File: src/rtl/ldm_stm_sequencer_pkg.sv
// ldm_stm_sequencer_pkg: FSM encoding, {P,U} addressing-mode codes and block-transfer helpers.
package ldm_stm_sequencer_pkg;
  typedef enum logic [1:0] {IDLE, XFER, WB, DONE} state_t;
  localparam logic [1:0] MODE_DA = 2'b00;
  localparam logic [1:0] MODE_IA = 2'b01;
  localparam logic [1:0] MODE_DB = 2'b10;
  localparam logic [1:0] MODE_IB = 2'b11;
  function automatic logic [4:0] popcount16(input logic [15:0] v);
    popcount16 = '0;
    for (int i = 0; i < 16; i++) popcount16 = popcount16 + {4'd0, v[i]};
  endfunction
  // Lowest address touched by the transfer; the sequence always walks upward from here.
  function automatic logic [31:0] start_addr(input logic [1:0] pu, input logic [31:0] base, input logic [4:0] n);
    logic [31:0] span;
    span = {25'd0, n, 2'b00};
    start_addr = base - span;
    case (pu)
      MODE_IA: start_addr = base;
      MODE_IB: start_addr = base + 32'd4;
      MODE_DA: start_addr = base - span + 32'd4;
      MODE_DB: start_addr = base - span;
      default: start_addr = base - span;
    endcase
  endfunction
endpackage

File: src/rtl/ldm_stm_sequencer_lowest_set_bit.sv
// ldm_stm_sequencer_lowest_set_bit: 16-bit priority encoder giving the lowest set bit index.
module ldm_stm_sequencer_lowest_set_bit (
  input  logic [15:0] bits_i,
  output logic [3:0]  idx_o,
  output logic        valid_o
);
  always_comb begin
    idx_o = '0;
    for (int i = 15; i >= 0; i--) idx_o = bits_i[i] ? 4'(i) : idx_o;
  end
  assign valid_o = |bits_i;
endmodule

File: src/rtl/ldm_stm_sequencer.sv
// ldm_stm_sequencer: sequences LDM/STM block transfers one word per cycle on the data-memory port.
module ldm_stm_sequencer
  import ldm_stm_sequencer_pkg::*;
#(
  parameter int DATA_W     = 32,
  parameter int MEM_ADDR_W = 32
) (
  input  logic                  clk_i,
  input  logic                  rst_i,
  input  logic                  start_i,
  input  logic                  is_load_i,
  input  logic                  p_i,
  input  logic                  u_i,
  input  logic                  w_i,
  input  logic [3:0]            rn_i,
  input  logic [15:0]           reg_list_i,
  input  logic [31:0]           base_addr_i,
  input  logic [DATA_W-1:0]     store_data_i,
  output logic [3:0]            reg_idx_o,
  output logic                  reg_we_o,
  output logic [DATA_W-1:0]     reg_wd_o,
  output logic                  base_we_o,
  output logic [31:0]           base_wd_o,
  output logic                  busy_o,
  output logic                  done_o,
  output logic [MEM_ADDR_W-1:0] mem_addr_o,
  output logic                  mem_we_o,
  output logic [DATA_W-1:0]     mem_wd_o,
  input  logic [DATA_W-1:0]     mem_rd_i
);
  state_t      state_q, state_d;
  logic [15:0] list_q;
  logic [31:0] base_q, addr_q, span;
  logic [4:0]  n_q;
  logic        is_load_q, u_q, w_q, base_hit_q;
  logic [3:0]  idx;
  logic        valid, accept, step;

  ldm_stm_sequencer_lowest_set_bit u_lsb (
    .bits_i  (list_q),
    .idx_o   (idx),
    .valid_o (valid)
  );

  assign accept = state_q == IDLE && start_i;
  assign step   = state_q == XFER && valid;
  assign span   = {25'd0, n_q, 2'b00};

  always_ff @(posedge clk_i or posedge rst_i)
    if (rst_i) state_q <= IDLE;
    else state_q <= state_d;

  always_ff @(posedge clk_i or posedge rst_i)
    if (rst_i) begin
      list_q     <= '0;
      base_q     <= '0;
      addr_q     <= '0;
      n_q        <= '0;
      is_load_q  <= 1'b0;
      u_q        <= 1'b0;
      w_q        <= 1'b0;
      base_hit_q <= 1'b0;
    end else if (accept) begin
      list_q     <= reg_list_i;
      base_q     <= base_addr_i & ~32'd3;
      addr_q     <= start_addr({p_i, u_i}, base_addr_i & ~32'd3, popcount16(reg_list_i));
      n_q        <= popcount16(reg_list_i);
      is_load_q  <= is_load_i;
      u_q        <= u_i;
      w_q        <= w_i;
      base_hit_q <= is_load_i && reg_list_i[rn_i];
    end else if (step) begin
      list_q <= list_q & ~(16'd1 << idx);
      addr_q <= addr_q + 32'd4;
    end

  // XFER holds one extra cycle once the list is empty, giving Start-to-Done of n+2.
  always_comb
    state_d = state_q == IDLE ? (start_i ? XFER : IDLE) :
              state_q == XFER ? (valid ? XFER : (w_q && n_q != '0 ? WB : DONE)) :
              state_q == WB   ? DONE : IDLE;

  always_comb begin
    reg_idx_o  = step ? idx : '0;
    reg_we_o   = step && is_load_q;
    mem_we_o   = step && !is_load_q;
    reg_wd_o   = reg_we_o ? mem_rd_i : '0;
    mem_wd_o   = mem_we_o ? store_data_i : '0;
    mem_addr_o = step ? MEM_ADDR_W'(addr_q >> 2) : '0;
    base_we_o  = state_q == WB && !base_hit_q;
    base_wd_o  = state_q == WB ? (u_q ? base_q + span : base_q - span) : '0;
    busy_o     = state_q == XFER || state_q == WB;
    done_o     = state_q == DONE;
  end
endmodule

File: config.mk
export PLATFORM = sky130hd
export DESIGN_NAME = ldm_stm_sequencer
export DESIGN_NICKNAME = d
export VERILOG_FILES = /design/src/rtl/ldm_stm_sequencer_pkg.sv /design/src/rtl/ldm_stm_sequencer_lowest_set_bit.sv /design/src/rtl/ldm_stm_sequencer.sv
export SDC_FILE = /design/constraint.sdc
export NUM_CORES = 1
export LEC_CHECK = 0
export ABC_CLOCK_PERIOD_IN_PS = 5200
export CELL_PAD_IN_SITES_DETAIL_PLACEMENT = 1
export CELL_PAD_IN_SITES_GLOBAL_PLACEMENT = 2
export CORE_ASPECT_RATIO = 0.7
export CORE_MARGIN = 5
export CORE_UTILIZATION = 28
export CTS_CLUSTER_SIZE = 24
export DETAILED_ROUTE_END_ITERATION = 10
export PLACE_DENSITY_LB_ADDON = 0.12
export SLEW_MARGIN = 0
export SYNTH_ARGS = -nofsm -noshare
export SYNTH_HDL_FRONTEND = slang
export SYNTH_SLANG_ARGS = --single-unit
File: constraint.sdc
create_clock -name clk_i -period 5.2 [get_ports clk_i]
set_input_delay 1.56 -clock clk_i [delete_from_list [all_inputs] [get_ports clk_i]]
set_output_delay 1.56 -clock clk_i [all_outputs]
set_load 0.02 [all_outputs]
; Word level (Yosys, flattened, before mapping)
; Index checks and enable logic that the tools add are counted.
[totals]
reg_bits = 89
inputBits = 123
out_inout_bits = 137
wordCells = 90
[classes]
n_addsub = 21
n_lt_le_gt_ge = 1
n_eq_ne = 6
shift = 1
mux = 35
bitwise = 2
reduce_logical = 15
[op_table]
columns = op, count
row1 = 32-bit two-way mux, 6
row2 = 32-bit one-hot mux with 4 select lines, 1
row3 = "32-bit by 3-bit adder with 32-bit output, second input constant", 3
row4 = 4-bit two-way mux, 17
row5 = 32-bit by 7-bit subtractor with 32-bit output, 2
row6 = 5-bit by 1-bit adder with 5-bit output, 11
row7 = 32-bit by 7-bit adder with 32-bit output, 1
row8 = 16-bit two-way mux, 2
row9 = 30-bit two-way mux, 1
row10 = 16-bit AND, 1
row11 = 16-bit NOT, 1
row12 = 16-bit OR reduction, 1
row13 = "1-bit by 4-bit left shift with 16-bit output, first input constant", 1
row14 = "2-bit == test, second input constant", 4
row15 = 2-bit two-way mux, 4
row16 = 1-bit logical AND, 7
row17 = 4-bit by 1-bit adder with 5-bit output, 1
row18 = "4-bit by 5-bit < comparator with 1-bit output, second input constant", 1
row19 = 5-bit nonzero test, 1
row20 = 3-bit by 1-bit adder with 4-bit output, 1
row21 = 1-bit binary-select mux with 4-bit select, 1
row22 = "2-bit by 1-bit == test with 1-bit output, second input constant", 2
row23 = 2-bit zero test, 2
row24 = 2-bit by 1-bit adder with 3-bit output, 1
row25 = 5 further kinds, 8

; Longest topological paths before layout
[logic_depth]
word_depth = 21
ltp_mapped = 24
ltp_nobuf = 22

; Modules after synthesis
; Synthesis repeated with hierarchy kept, for this count alone.
[hier_totals]
hier_cells = 1275
area_unflattened_um2 = 9500.4
[by_module_without_submodules]
columns = module, instances, cells_per_inst, area_each_um2, seq_area_each_um2
row1 = ldm_stm_sequencer, 1, 1241, 9323.9, 2177.1
row2 = ldm_stm_sequencer_lowest_set_bit, 1, 34, 176.4, 0.0

; Worst setup path after synthesis
; OpenSTA, ideal clock, no wires.
[synth_path]
kind = input port to flip-flop
from = input port reg_list_i[0]
to = register addr_q[25]
setup_time_ns = 0.140
arrival_ns = 7.307
required_ns = 5.060
setup_slack_ns = -2.247
path_stages = 23
path_buffers = 1
cell_sequence = inv_1 fa_1 inv_1 fa_1 fa_1 inv_1 fa_1 inv_1 ha_1 a21o_1 a21oi_1 xor2_1 ha_1 buf_2 a21o_1 o21ai_1 nand3_2 or4_1 a211oi_4 nand4_1 or4_1 nand3_1 a31oi_1
[synth_between]
elab_chain_cells = 19
[synth_lines]
columns = item, line_no
row1 = "start, declared", ldm_stm_sequencer.sv:16  ; input logic [15:0] reg_list_i,
row2 = 1-bit by 1-bit adder with 2-bit output *, ldm_stm_sequencer_pkg.sv:10  ; for (int i = 0; i < 16; i++) popcount16 = popcount16 + {4'd0, v[i]};
row3 = 2-bit by 1-bit adder with 3-bit output *, ldm_stm_sequencer_pkg.sv:10
row4 = 3-bit by 1-bit adder with 4-bit output *, ldm_stm_sequencer_pkg.sv:10
row5 = 4-bit by 1-bit adder with 5-bit output *, ldm_stm_sequencer_pkg.sv:10
row6 = 5-bit by 1-bit adder with 5-bit output * (11 in a row), ldm_stm_sequencer_pkg.sv:10
row7 = 32-bit by 7-bit subtractor with 32-bit output *, --
row8 = 32-bit by 3-bit adder with 32-bit output, ldm_stm_sequencer_pkg.sv:20  ; MODE_DA: start_addr = base - span + 32'd4;
row9 = 32-bit one-hot mux with 4 select lines *, ldm_stm_sequencer_pkg.sv:17  ; case (pu)
row10 = 32-bit two-way mux *, ldm_stm_sequencer.sv:63  ; end else if (accept) begin
row11 = "end signal, assigned", ldm_stm_sequencer.sv:66  ; addr_q <= start_addr({p_i, u_i}, base_addr_i & ~32'd3, popcount16(reg_list_i));
row12 = "end signal, assigned", ldm_stm_sequencer.sv:74  ; addr_q <= addr_q + 32'd4;
row13 = "end, declared", ldm_stm_sequencer.sv:33  ; logic [31:0] base_q, addr_q, span;
; Mark *: on every way between the ends. The rest lies on a longest branch, timed or not.
; A chain may end at the register's enable or synchronous reset.

; Final worst setup path
[layout_path]
from = input port reg_list_i[7]
to = register addr_q[27]
[layout_between]
elab_chain_cells = 13
[layout_lines]
columns = item, line_no
row1 = 5-bit by 1-bit adder with 5-bit output * (9 in a row), ldm_stm_sequencer_pkg.sv:10
row2 = 32-bit by 7-bit subtractor with 32-bit output *, --
row3 = 32-bit by 3-bit adder with 32-bit output, ldm_stm_sequencer_pkg.sv:20
row4 = 32-bit one-hot mux with 4 select lines *, ldm_stm_sequencer_pkg.sv:17
row5 = 32-bit two-way mux *, ldm_stm_sequencer.sv:63
; Marks and branches as above.

==> summary.md <==
| Metric | Value |
|---|---|
| DRT iter0 DRCs | `615` |
| RR Endpoint | `addr_q[28]$_DFFE_PP0P_` |
| Area post-placement | `14700 µm²` |
| Run status | `finished with violations` |
| TNS Setup | `-49710 ps` |
| Largest net degree at the start of global routing | `58` |
| Violated checks | `negative setup slack` |
| Crit. End Element | `register` |
| Number of warnings issued by yosys | `0` |
| Share of the synthesized area in the top cell type | `22.4%` |
| PnR worst setup slack | `-1930 ps` |
| Critical path class | `input port to register` |
| Area of the multi-input gates | `8170 µm²` |
| Number of global-route vias before repair | `12200` |
| Die H | `166 µm` |
| Vias per cell | `5.20` |
| Final Hold Vio Count | `0` |
| Worst-Margin Slew | `849 ps` |
| Layout net count | `1989` |
| Top-count cell post-synth | `nand2_1` |
| GR Util All Layers | `23.7%` |
| Slew HR | `43.4%` |
| Top cells by area, synth | `dfrtp_1, nand2_1, ha_1` |
| Worst hold path endpoint | `base_q[4]$_DFFE_PP0P_` |
| FF-to-FF path depth | `10` |
| Arr. time, crit path | `7410 ps` |
| Area grow syn2layout | `69.4%` |
| Placed cell count | `2205` |
| Yosys top cell by area | `dfrtp_1` |
| Fin crit share | `137%` |
| CP max stage delay | `550 ps` |
| Layout cells sized above 1 | `30.5%` |
| HP Start | `base_q[4]$_DFFE_PP0P_` |
| Critical path data required time | `5490 ps` |
| Max Cap Viol | `0` |
| WL per Instance | `21.3 µm` |
| Setup-failing EPs final | `37` |
| Total number of vias | `11900` |
| Post-synth EDFFs | `0` |
| Post-DP HPWL | `38300 µm` |
| Port bufs | `253` |
| Die Area | `38600 µm²` |
| GPL Wtd Cong | `0.919` |
| Initial core utilization | `28.2%` |
| Core area | `34500 µm²` |
| Slowest CP cell | `fa_2` |
| Max Slew Vio Count | `0` |
| Leak | `0.00714 µW` |
| Post-Syn Area per Cell | `7.51 µm²` |
| CTS Buf Count | `9` |
| Filler instances | `4161` |
| CTS Buffer Depth | `2` |
| Seq/Total Area, Yosys | `22.4%` |
| Kind of cell adding the most delay to the critical path | `adder cells` |
| Fin cells | `2283` |
| Worst Clk Skew | `10.2 ps` |
| CTS Hold Bufs | `0` |
| CTS tree | `built` |
| Critical Path Fanout Max | `6` |
| Reg clk slew, reported paths | `70 ps` |
| CTS root buffer | `clkbuf_16` |
| Netlist cell types | `81` |
| FFs w/ async S/R, synth | `100%` |
| Post-Place Worst Slack | `-2950 ps` |
| CTS Sinks | `87` |
| Main synth FF type | `dfrtp_1` |
| Die width | `233 µm` |
| I/O pin cnt | `260` |
| Fmax | `140 MHz` |
| Syn Inst Count | `1295` |
| Reg2Reg Setup Slack | `1510 ps` |
| Gr ovfl total | `0` |
| Sequential cell area | `2180 µm²` |
| Post-synthesis register bit count | `87` |
| Synth cell count leaders | `nand2_1, nor2_1, dfrtp_1` |
| Worst hold path depth | `2` |
| Startpoint Class | `input port` |
| DRT antenna net count | `0` |
| First-pass GRT wire length | `72400 µm` |
| WP buf/inv | `9` |
| Final min period | `7130 ps` |
| Htree depth | `3` |
| DRC viols | `0` |
| WL final | `48500 µm` |
| Worst skew pair latency | `360 ps` |
| RSZ-0062 raised after global routing | `yes` |
| Num rows | `57` |
| R2r startpoint | `list_q[11]$_DFFE_PP0P_` |
| Class of the worst hold path | `register to register` |
| Mapped Area | `9730 µm²` |
| Fin area | `16500 µm²` |
| VDD IR max | `0.250 mV` |
| PD cells | `657 nW/µm²` |
| Drt pass-1 iters | `5` |
| Tot Pwr | `10800 µW` |
| Antenna violations before repair | `6` |
## timing repair
item / in CTS / in global routing
endpoints found under the setup margin: 54 / 49
gates resized for setup: 279 / 102
buffers inserted: 33 / 32
pin swaps: 82 / 99
endpoints found under the hold margin: 0 / 0
## worst max path at each step
stage / startpoint / end / slack (ps) / cells after the start
after floorplan: reg_list_i[0] / addr_q[25]$_DFFE_PP0P_ / -1950 / 21
after CTS: reg_list_i[13] / addr_q[21]$_DFFE_PP0P_ / -1870 / 24
after global routing: reg_list_i[0] / addr_q[20]$_DFFE_PP0P_ / -2100 / 24
after detailed placement: reg_list_i[0] / addr_q[21]$_DFFE_PP0P_ / -2950 / 24
after global placement: reg_list_i[0] / addr_q[27]$_DFFE_PP0P_ / -2750 / 22
final: reg_list_i[7] / addr_q[27]$_DFFE_PP0P_ / -1930 / 25
## state kept, by name, indices dropped and copies added, names as in the netlist
register and count:
addr_q 30, base_hit_q 1, base_q 30, is_load_q 1, list_q 16, n_q 5, state_q 2, u_q 1
w_q 1
## cell type report
cell class | instances | share of cell area (%)
multi-input cells | 1079 | 49.6
repair buffers | 572 | 30.5
flip-flops and latches | 87 | 13.2
well taps | 472 | 3.58
clock buffers | 10 | 1.39
inverters | 55 | 1.32
clock inverters | 5 | 0.364
diodes | 3 | 0.0456
## placed cells by master, fill, tap and decap left out, drive strengths merged, types with 9 or more instances in the layout
master / synthesis / final
a211oi: 12 / 12
mux2i: 13 / 13
nor2: 108 / 108
or4: 9 / 9
clkbuf: 63 / 12
o21bai: 11 / 11
inv: 54 / 53
nand2: 180 / 180
buf: 14 / 345
ha: 50 / 50
nor3: 45 / 45
xor2: 40 / 40
nor2b: 11 / 11
nand4: 19 / 19
or3: 9 / 9
a31oi: 13 / 13
o21ai: 79 / 79
o211ai: 12 / 12
fa: 12 / 12
nand2b: 17 / 17
and3: 46 / 46
a21oi: 59 / 59
clkdlybuf4s50: 0 / 222
nor4: 18 / 18
and2: 73 / 73
a21o: 21 / 21
o21a: 11 / 11
xnor2: 61 / 61
dfrtp: 87 / 87
nand3b: 9 / 9
nand3: 40 / 40
## logic make-up (layout without fill, tap and decap cells)
logic type      count (synthesis)  count (layout)  synth area share [%]
mux                            24              24                  3.19
simple gates                  605             605                  32.0
compound gates                283             283                  19.0
flops                          87              87                  22.4
xor+xnor                      101             101                  9.09
fa+ha+maj                      62              62                  8.90
other cells                     1               7                0.0386
buf+inv                       132             642                  5.39
## per-stage QoR
step	utilization (%)	hold slack [ps]
6_report	47.7	483
2_1_floorplan	-	446
4_1_cts	45.7	489
5_1_grt	47.7	513
3_5_place_dp	42.5	472
3_3_place_gp	42.5	462
## layer usage
layer  routed length (µm)  track usage [%]
met3                 2610             4.32
met4                  571             4.39
met1                22400             32.9
met5                   24                0
met2                23000             38.9
## worst register-to-register path, stage by stage (launching register included)
cell       delay, ps
dfrtp_1          420
or4_1            640
o41a_2           670
buf_4            280
nand4_1          280
or3_1            310
nor2_1           110
xnor2_1          200
a2111oi_0        500
mux2i_1          140
nand2_1           80
## power by group
group	switching, µW	internal (µW)
logic	4430	4340
registers	365	1010
clock network	313	372
total	5110	5720
Note: power is estimated with default switching activity, not from simulation.
